$ cat src/rtl/imem_loader_pkg.sv
// Shared types and constants for the instruction-memory program loader.
package imem_loader_pkg;

   typedef enum logic [2:0] {
      IDLE,
      LEN,
      HI,
      LO,
      WRITE,
      CSUM
   } state_t;

   localparam logic [7:0] START_BYTE = 8'hA5;
   localparam int         WORD_W     = 16;

endpackage

$ cat src/rtl/imem_loader_if.sv
// Byte-stream input, instruction-memory write port and frame status of the loader.
interface imem_loader_if #(
   parameter int ADDR_W = 8
);
   import imem_loader_pkg::*;

   logic              rx_valid;
   logic              rx_ready;
   logic [7:0]        rx_data;
   logic              imem_we;
   logic [ADDR_W-1:0] imem_addr;
   logic [WORD_W-1:0] imem_wdata;
   logic              cpu_hold;
   logic              done;
   logic              err;
   logic [ADDR_W:0]   word_count;

   // master: the loader itself; slave: byte source, memory and pipeline side
   modport master (
      input  rx_valid, rx_data,
      output rx_ready, imem_we, imem_addr, imem_wdata, cpu_hold, done, err, word_count
   );

   modport slave (
      output rx_valid, rx_data,
      input  rx_ready, imem_we, imem_addr, imem_wdata, cpu_hold, done, err, word_count
   );

endinterface

$ cat src/rtl/imem_loader.sv
// Frame loader: A5, N, 2N data bytes (high first), XOR checksum -> one imem write per word.
// Write issues the cycle after the low byte; rx_ready drops only in that write cycle.
module imem_loader
   import imem_loader_pkg::*;
#(
   parameter int ADDR_W = 8
) (
   input  logic          clk,
   input  logic          rst,
   imem_loader_if.master bus
);

   localparam logic [ADDR_W:0] ONE_WORD   = {{ADDR_W{1'b0}}, 1'b1};
   localparam logic [ADDR_W:0] FULL_DEPTH = {1'b1, {ADDR_W{1'b0}}};

   state_t            state;
   state_t            state_nxt;
   logic              accept;
   logic [ADDR_W-1:0] len_n;
   logic [ADDR_W-1:0] addr;
   logic [ADDR_W:0]   remaining;
   logic [ADDR_W:0]   word_count;
   logic [7:0]        csum;
   logic [7:0]        hi;
   logic [7:0]        lo;
   logic              done;
   logic              err;

   assign accept = bus.rx_valid & bus.rx_ready;
   assign len_n  = ADDR_W'(bus.rx_data);

   always_comb begin
      state_nxt = state;
      case (state)
         IDLE:    if (accept && bus.rx_data == START_BYTE) state_nxt = LEN;
         LEN:     if (accept) state_nxt = HI;
         HI:      if (accept) state_nxt = LO;
         LO:      if (accept) state_nxt = WRITE;
         WRITE:   state_nxt = (remaining == ONE_WORD) ? CSUM : HI;
         CSUM:    if (accept) state_nxt = IDLE;
         default: state_nxt = IDLE;
      endcase
   end

   always_ff @(posedge clk) begin
      if (rst) state <= IDLE;
      else     state <= state_nxt;
   end

   always_ff @(posedge clk) begin
      if (rst) begin
         addr       <= '0;
         remaining  <= '0;
         word_count <= '0;
         csum       <= '0;
         hi         <= '0;
         lo         <= '0;
         done       <= 1'b0;
         err        <= 1'b0;
      end else begin
         done <= 1'b0;
         case (state)
            IDLE: if (accept && bus.rx_data == START_BYTE) err <= 1'b0;
            LEN: if (accept) begin
               // a zero length byte means a full-depth image
               remaining  <= (len_n == '0) ? FULL_DEPTH : {1'b0, len_n};
               addr       <= '0;
               csum       <= '0;
               word_count <= '0;
            end
            HI: if (accept) begin
               hi   <= bus.rx_data;
               csum <= csum ^ bus.rx_data;
            end
            LO: if (accept) begin
               lo   <= bus.rx_data;
               csum <= csum ^ bus.rx_data;
            end
            WRITE: begin
               addr       <= addr + 1'b1;
               word_count <= word_count + 1'b1;
               remaining  <= remaining - 1'b1;
            end
            CSUM: if (accept) begin
               if (bus.rx_data == csum) done <= 1'b1;
               else                     err  <= 1'b1;
            end
            default: ;
         endcase
      end
   end

   assign bus.rx_ready   = (state != WRITE);
   assign bus.imem_we    = (state == WRITE);
   assign bus.imem_addr  = addr;
   assign bus.imem_wdata = {hi, lo};
   assign bus.cpu_hold   = (state != IDLE);
   assign bus.done       = done;
   assign bus.err        = err;
   assign bus.word_count = word_count;

endmodule

$ cat src/flat_wrapper.sv
// flat-port wrapper written by rule: the top's interface ports become plain ports
module imem_loader_flat import imem_loader_pkg::*;
#(
   parameter int ADDR_W = 8
)
  (clk, rst, bus_rx_valid, bus_rx_data, bus_rx_ready, bus_imem_we, bus_imem_addr, bus_imem_wdata, bus_cpu_hold, bus_done, bus_err, bus_word_count);
  imem_loader_if #(.ADDR_W(ADDR_W)) bus_i ();
  input  logic clk;
  input  logic rst;
  input wire logic [$bits(bus_i.rx_valid)-1:0] bus_rx_valid;
  input wire logic [$bits(bus_i.rx_data)-1:0] bus_rx_data;
  output wire logic [$bits(bus_i.rx_ready)-1:0] bus_rx_ready;
  output wire logic [$bits(bus_i.imem_we)-1:0] bus_imem_we;
  output wire logic [$bits(bus_i.imem_addr)-1:0] bus_imem_addr;
  output wire logic [$bits(bus_i.imem_wdata)-1:0] bus_imem_wdata;
  output wire logic [$bits(bus_i.cpu_hold)-1:0] bus_cpu_hold;
  output wire logic [$bits(bus_i.done)-1:0] bus_done;
  output wire logic [$bits(bus_i.err)-1:0] bus_err;
  output wire logic [$bits(bus_i.word_count)-1:0] bus_word_count;
  assign bus_i.rx_valid = bus_rx_valid;
  assign bus_i.rx_data = bus_rx_data;
  assign bus_rx_ready = bus_i.rx_ready;
  assign bus_imem_we = bus_i.imem_we;
  assign bus_imem_addr = bus_i.imem_addr;
  assign bus_imem_wdata = bus_i.imem_wdata;
  assign bus_cpu_hold = bus_i.cpu_hold;
  assign bus_done = bus_i.done;
  assign bus_err = bus_i.err;
  assign bus_word_count = bus_i.word_count;
  imem_loader #(.ADDR_W(ADDR_W)) u_core (.clk(clk), .rst(rst), .bus(bus_i));
endmodule
$ cat config.mk
export PLATFORM = sky130hd
export DESIGN_NAME = imem_loader_flat
export DESIGN_NICKNAME = d
export VERILOG_FILES = /design/src/rtl/imem_loader_pkg.sv /design/src/rtl/imem_loader_if.sv /design/src/rtl/imem_loader.sv /design/src/flat_wrapper.sv
export SDC_FILE = /design/constraint.sdc
export NUM_CORES = 1
export LEC_CHECK = 0
export ABC_CLOCK_PERIOD_IN_PS = 4300
export CORE_ASPECT_RATIO = 1.5
export CORE_MARGIN = 2
export CORE_UTILIZATION = 48
export CTS_BUF_LIST = sky130_fd_sc_hd__clkbuf_2
export CTS_CLUSTER_SIZE = 25
export DETAILED_ROUTE_END_ITERATION = 8
export PLACE_DENSITY = 0.82
export SYNTH_ARGS = -nofsm -noshare
export SYNTH_HDL_FRONTEND = slang
export SYNTH_SLANG_ARGS = --single-unit
$ cat constraint.sdc
create_clock -name clk -period 4.3 [get_ports clk]
set_input_delay 0.86 -clock clk [delete_from_list [all_inputs] [get_ports clk]]
set_output_delay 0.86 -clock clk [all_outputs]
set_load 0.005 [all_outputs]
==> run_results.csv <==
group,metric,value,unit
run_status,outcome,"finished, final reports clean",
synth,yosysUniqueCellTypes,47,
critical_path,endpoint,"bus_imem_we",
critical_path,rrSetupSlack,2.34,ns
floorplan,design.die.area,0.00614,mm^2
synth,synth_area_per_cell,7.83,um^2
synth,yosysWarnings,0,
power,leakagePower,1.03,nW
power,ir_drop,225,uV
power,switching_power,182,uW
timing,rsz0062_at_grt,"no",
place,io_buffer_count,48,
cells_and_area,multi_input_area,0.00143,mm^2
grt,grt_usage,20.8,%
critical_path,cp.required,3.44,ns
cts,cts-buffers-inserted,5,
cells_and_area,layout-drive-gt1-share,5.90,%
synth,syn_inst,338,
synth,synth_edf_count,0,
power,power_density,235,mW/mm^2
critical_path,crit_arrival,2.14,ns
timing,hold_viol_final,0,
cells_and_area,final_common_cell,"dfxtp_1",
place,placed_area,0.00313,mm^2
cells_and_area,final_cell_mix,"dfxtp_1, clkdlybuf4s50_1, a21oi_1",
cts,clk_pin_slew_worst_paths,0.26,ns
cells_and_area,fillerInstances,523,
critical_path,crit_path_top_delay_cell,"dfxtp_1",
critical_path,cp_top_family,"buffers and inverters",
critical_path,r2r_cells,6,
worst_hold_path,worst_hold_path_type,"reg -> reg",
cts,clk_latency,0.44,ns
critical_path,cp.buffers_inverters,2,
floorplan,coreArea,0.00541,mm^2
timing,worstMarginPinSlew,1.00,ns
critical_path,cp_max_fo,20,
cells_and_area,n_antenna_cell,0,
synth,ys_ff_latch,55,
cts,post-cts-setup-buffer-count,0,
cts,cts.sinks,55,
place,place_congestion,0.814,
cts,cts_max_path_buffers,2,
cts,cts_tree,"built",
cts,cts_resized,0,
timing,min_period,3.00,ns
critical_path,critical-path-max-stage-delay,0.63,ns
drt,vias,2502,
floorplan,start_util,48.9,%
grt,antenna_found_initial,0,
power,p_clk_share,25.7,%
drt,via_per_inst,5.65,
timing,whs,0.473,ns
cts,ctsHoldBuffers,0,
grt,grt_pass1_wl,10100,um
cells_and_area,final_util,58.7,%
timing,max_freq,0.334,GHz
drt,dr.first_iter.drc_count,151,
power,p_comb_share,5.6,%
grt,grt_pass1_vias,2244,
critical_path,rr_endpoint,"u_core.bus.word_count[8]",
synth,dominantRegCellSynth,"dfxtp_1",
cts,htree_levels,2,
synth,ys_seq_area_share,41.6,%
grt,busiest_layer,"met2",
grt,grt_max_degree,57,
timing,period_share,69.7,%
critical_path,startpoint,"u_core.state[2]",
cells_and_area,nets,387,
critical_path,cp_cell_sequence,"nor3b_2 -> buf_4 -> clkdlybuf4s50_1",
critical_path,path_class,"reg -> out",
timing,skew,0.0129,ns
cts,clock-root-buffer,"clkbuf_2",
power,power,747,uW
grt,grt.overflow.total,0,
cells_and_area,fin_area,0.00317,mm^2
floorplan,fp-row-count,33,
cells_and_area,regArea,0.00110,mm^2
critical_path,cp-end-kind,"primary output",
floorplan,die_w,64.6,um
critical_path,r2r_start,"u_core.state[2]",
timing,slew_headroom,33.3,%
run,drv_cap,0,
drt,ant_nets,0,
timing,drv_slew,0,
power,switching_share,24.4,%
synth,syn_nets,353,
worst_hold_path,hold_depth,2,
drt,drc,0,
grt,grtUsageMet3,3.22,%
synth,synth_area,0.00265,mm^2
drt,wl_per_cell,13.9,um
drt,totalWireLength,6160,um
place,hpwl,4280,um
timing,setup_viol,0,
floorplan,die_height,94.9,um
worst_hold_path,hp-start,"u_core.lo[5]",
grt,grt_use_met1,24.7,%
cells_and_area,areaGrowthSynthToFinish,19.9,%
timing,finalSetupTns,0,ns
power,p_seq_share,68.8,%
drt,drt_pass1_iterations,4,
power,p_int,564,uW
synth,async_flop_share,0,%
critical_path,critPathLaunchType,"flip-flop",
critical_path,cp.depth,3,
floorplan,ioPinCount,49,
grt,use_met2,38.0,%
metal layers:
layer / part of all wire [%] / vias to the layer above
met1: 41 / 1172
met2: 53 / 65
met3: 4.1 / 8
li1: - / 1257
met5: 0 / -
met4: 1.5 / 0
logic make-up (layout without fill, tap and decap cells):
group / count (synthesis) / in the layout / synth area share, %
AND/OR/NAND/NOR: 142 / 142 / 26.8
AO/OA/AOI/OAI: 95 / 95 / 20.2
flip-flops: 55 / 55 / 41.6
buffers and inverters: 28 / 63 / 4.49
XOR/XNOR: 9 / 9 / 2.98
multiplexers: 5 / 5 / 2.03
adder cells (fa/ha/maj): 4 / 4 / 1.89
stage by stage:
stage                     setup WS [ns]  cells
after global routing               1.14    443
after floorplan                    1.93    338
after CTS                          1.29    443
after global placement             1.42    435
final                              1.30    443
after detailed placement           1.38    435
worst min-delay path: stages, from the launching register on:
cell     delay, ns
dfxtp_1       0.37
nand2_1       0.05
a21oi_1       0.05
registers in the layout (all words and copies together), names as in the netlist:
| register | count |
|---|---|
| u_core.bus.imem_addr | 8 |
| u_core.bus.err | 1 |
| u_core.csum | 8 |
| u_core.lo | 8 |
| u_core.bus.word_count | 9 |
| u_core.state | 3 |
| u_core.hi | 8 |
| u_core.bus.done | 1 |
| u_core.remaining | 9 |
power by group through the flow:
stage | Sequential (mW) | Clock, mW | Combinational (mW)
final | 0.514 | 0.192 | 0.0415
after global routing | 0.515 | 0.220 | 0.0451
after CTS | 0.514 | 0.200 | 0.0415
after detailed placement | 0.523 | 0 | 0.0413
after global placement | 0.523 | 0 | 0.0409
after floorplan | 0.522 | 0 | 0.0252
worst min-delay path by stage:
| stage | to |
|---|---|
| 3_5_place_dp | u_core.lo[5] |
| 5_1_grt | u_core.lo[7] |
| 4_1_cts | u_core.lo[5] |
| 2_1_floorplan | u_core.remaining[7] |
| 6_report | u_core.lo[5] |
| 3_3_place_gp | u_core.lo[0] |
cell type report:
type	count	share of cell area [%]
Multi-Input combinational cell	255	45.1
Clock inverter	3	0.473
Clock buffer	5	0.789
Inverter	4	0.473
Timing Repair Buffer	51	15.7
Sequential cell	55	34.7
Tap cell	70	2.76
Yosys cell counts (3+ instances only):
master	instances	area share, %
clkbuf_1	17	2.4
mux2_2	3	1.3
or4_4	3	1.3
a311oi_1	4	1.3
nand4_1	7	1.7
nand3b_1	10	2.8
nand2_1	41	5.8
dfxtp_1	55	42
inv_1	4	0.57
nor2b_1	5	1.2
o21ai_0	29	5.5
buf_2	4	0.76
nor2_1	38	5.4
nand3_1	10	1.9
and3_1	4	0.95
a21oi_1	45	8.5
ha_1	4	1.9
nor3_1	6	1.1
nor4_1	3	0.71
xnor2_1	7	2.3
a31oi_1	3	0.71
Note: power is estimated with default switching activity, not from simulation.
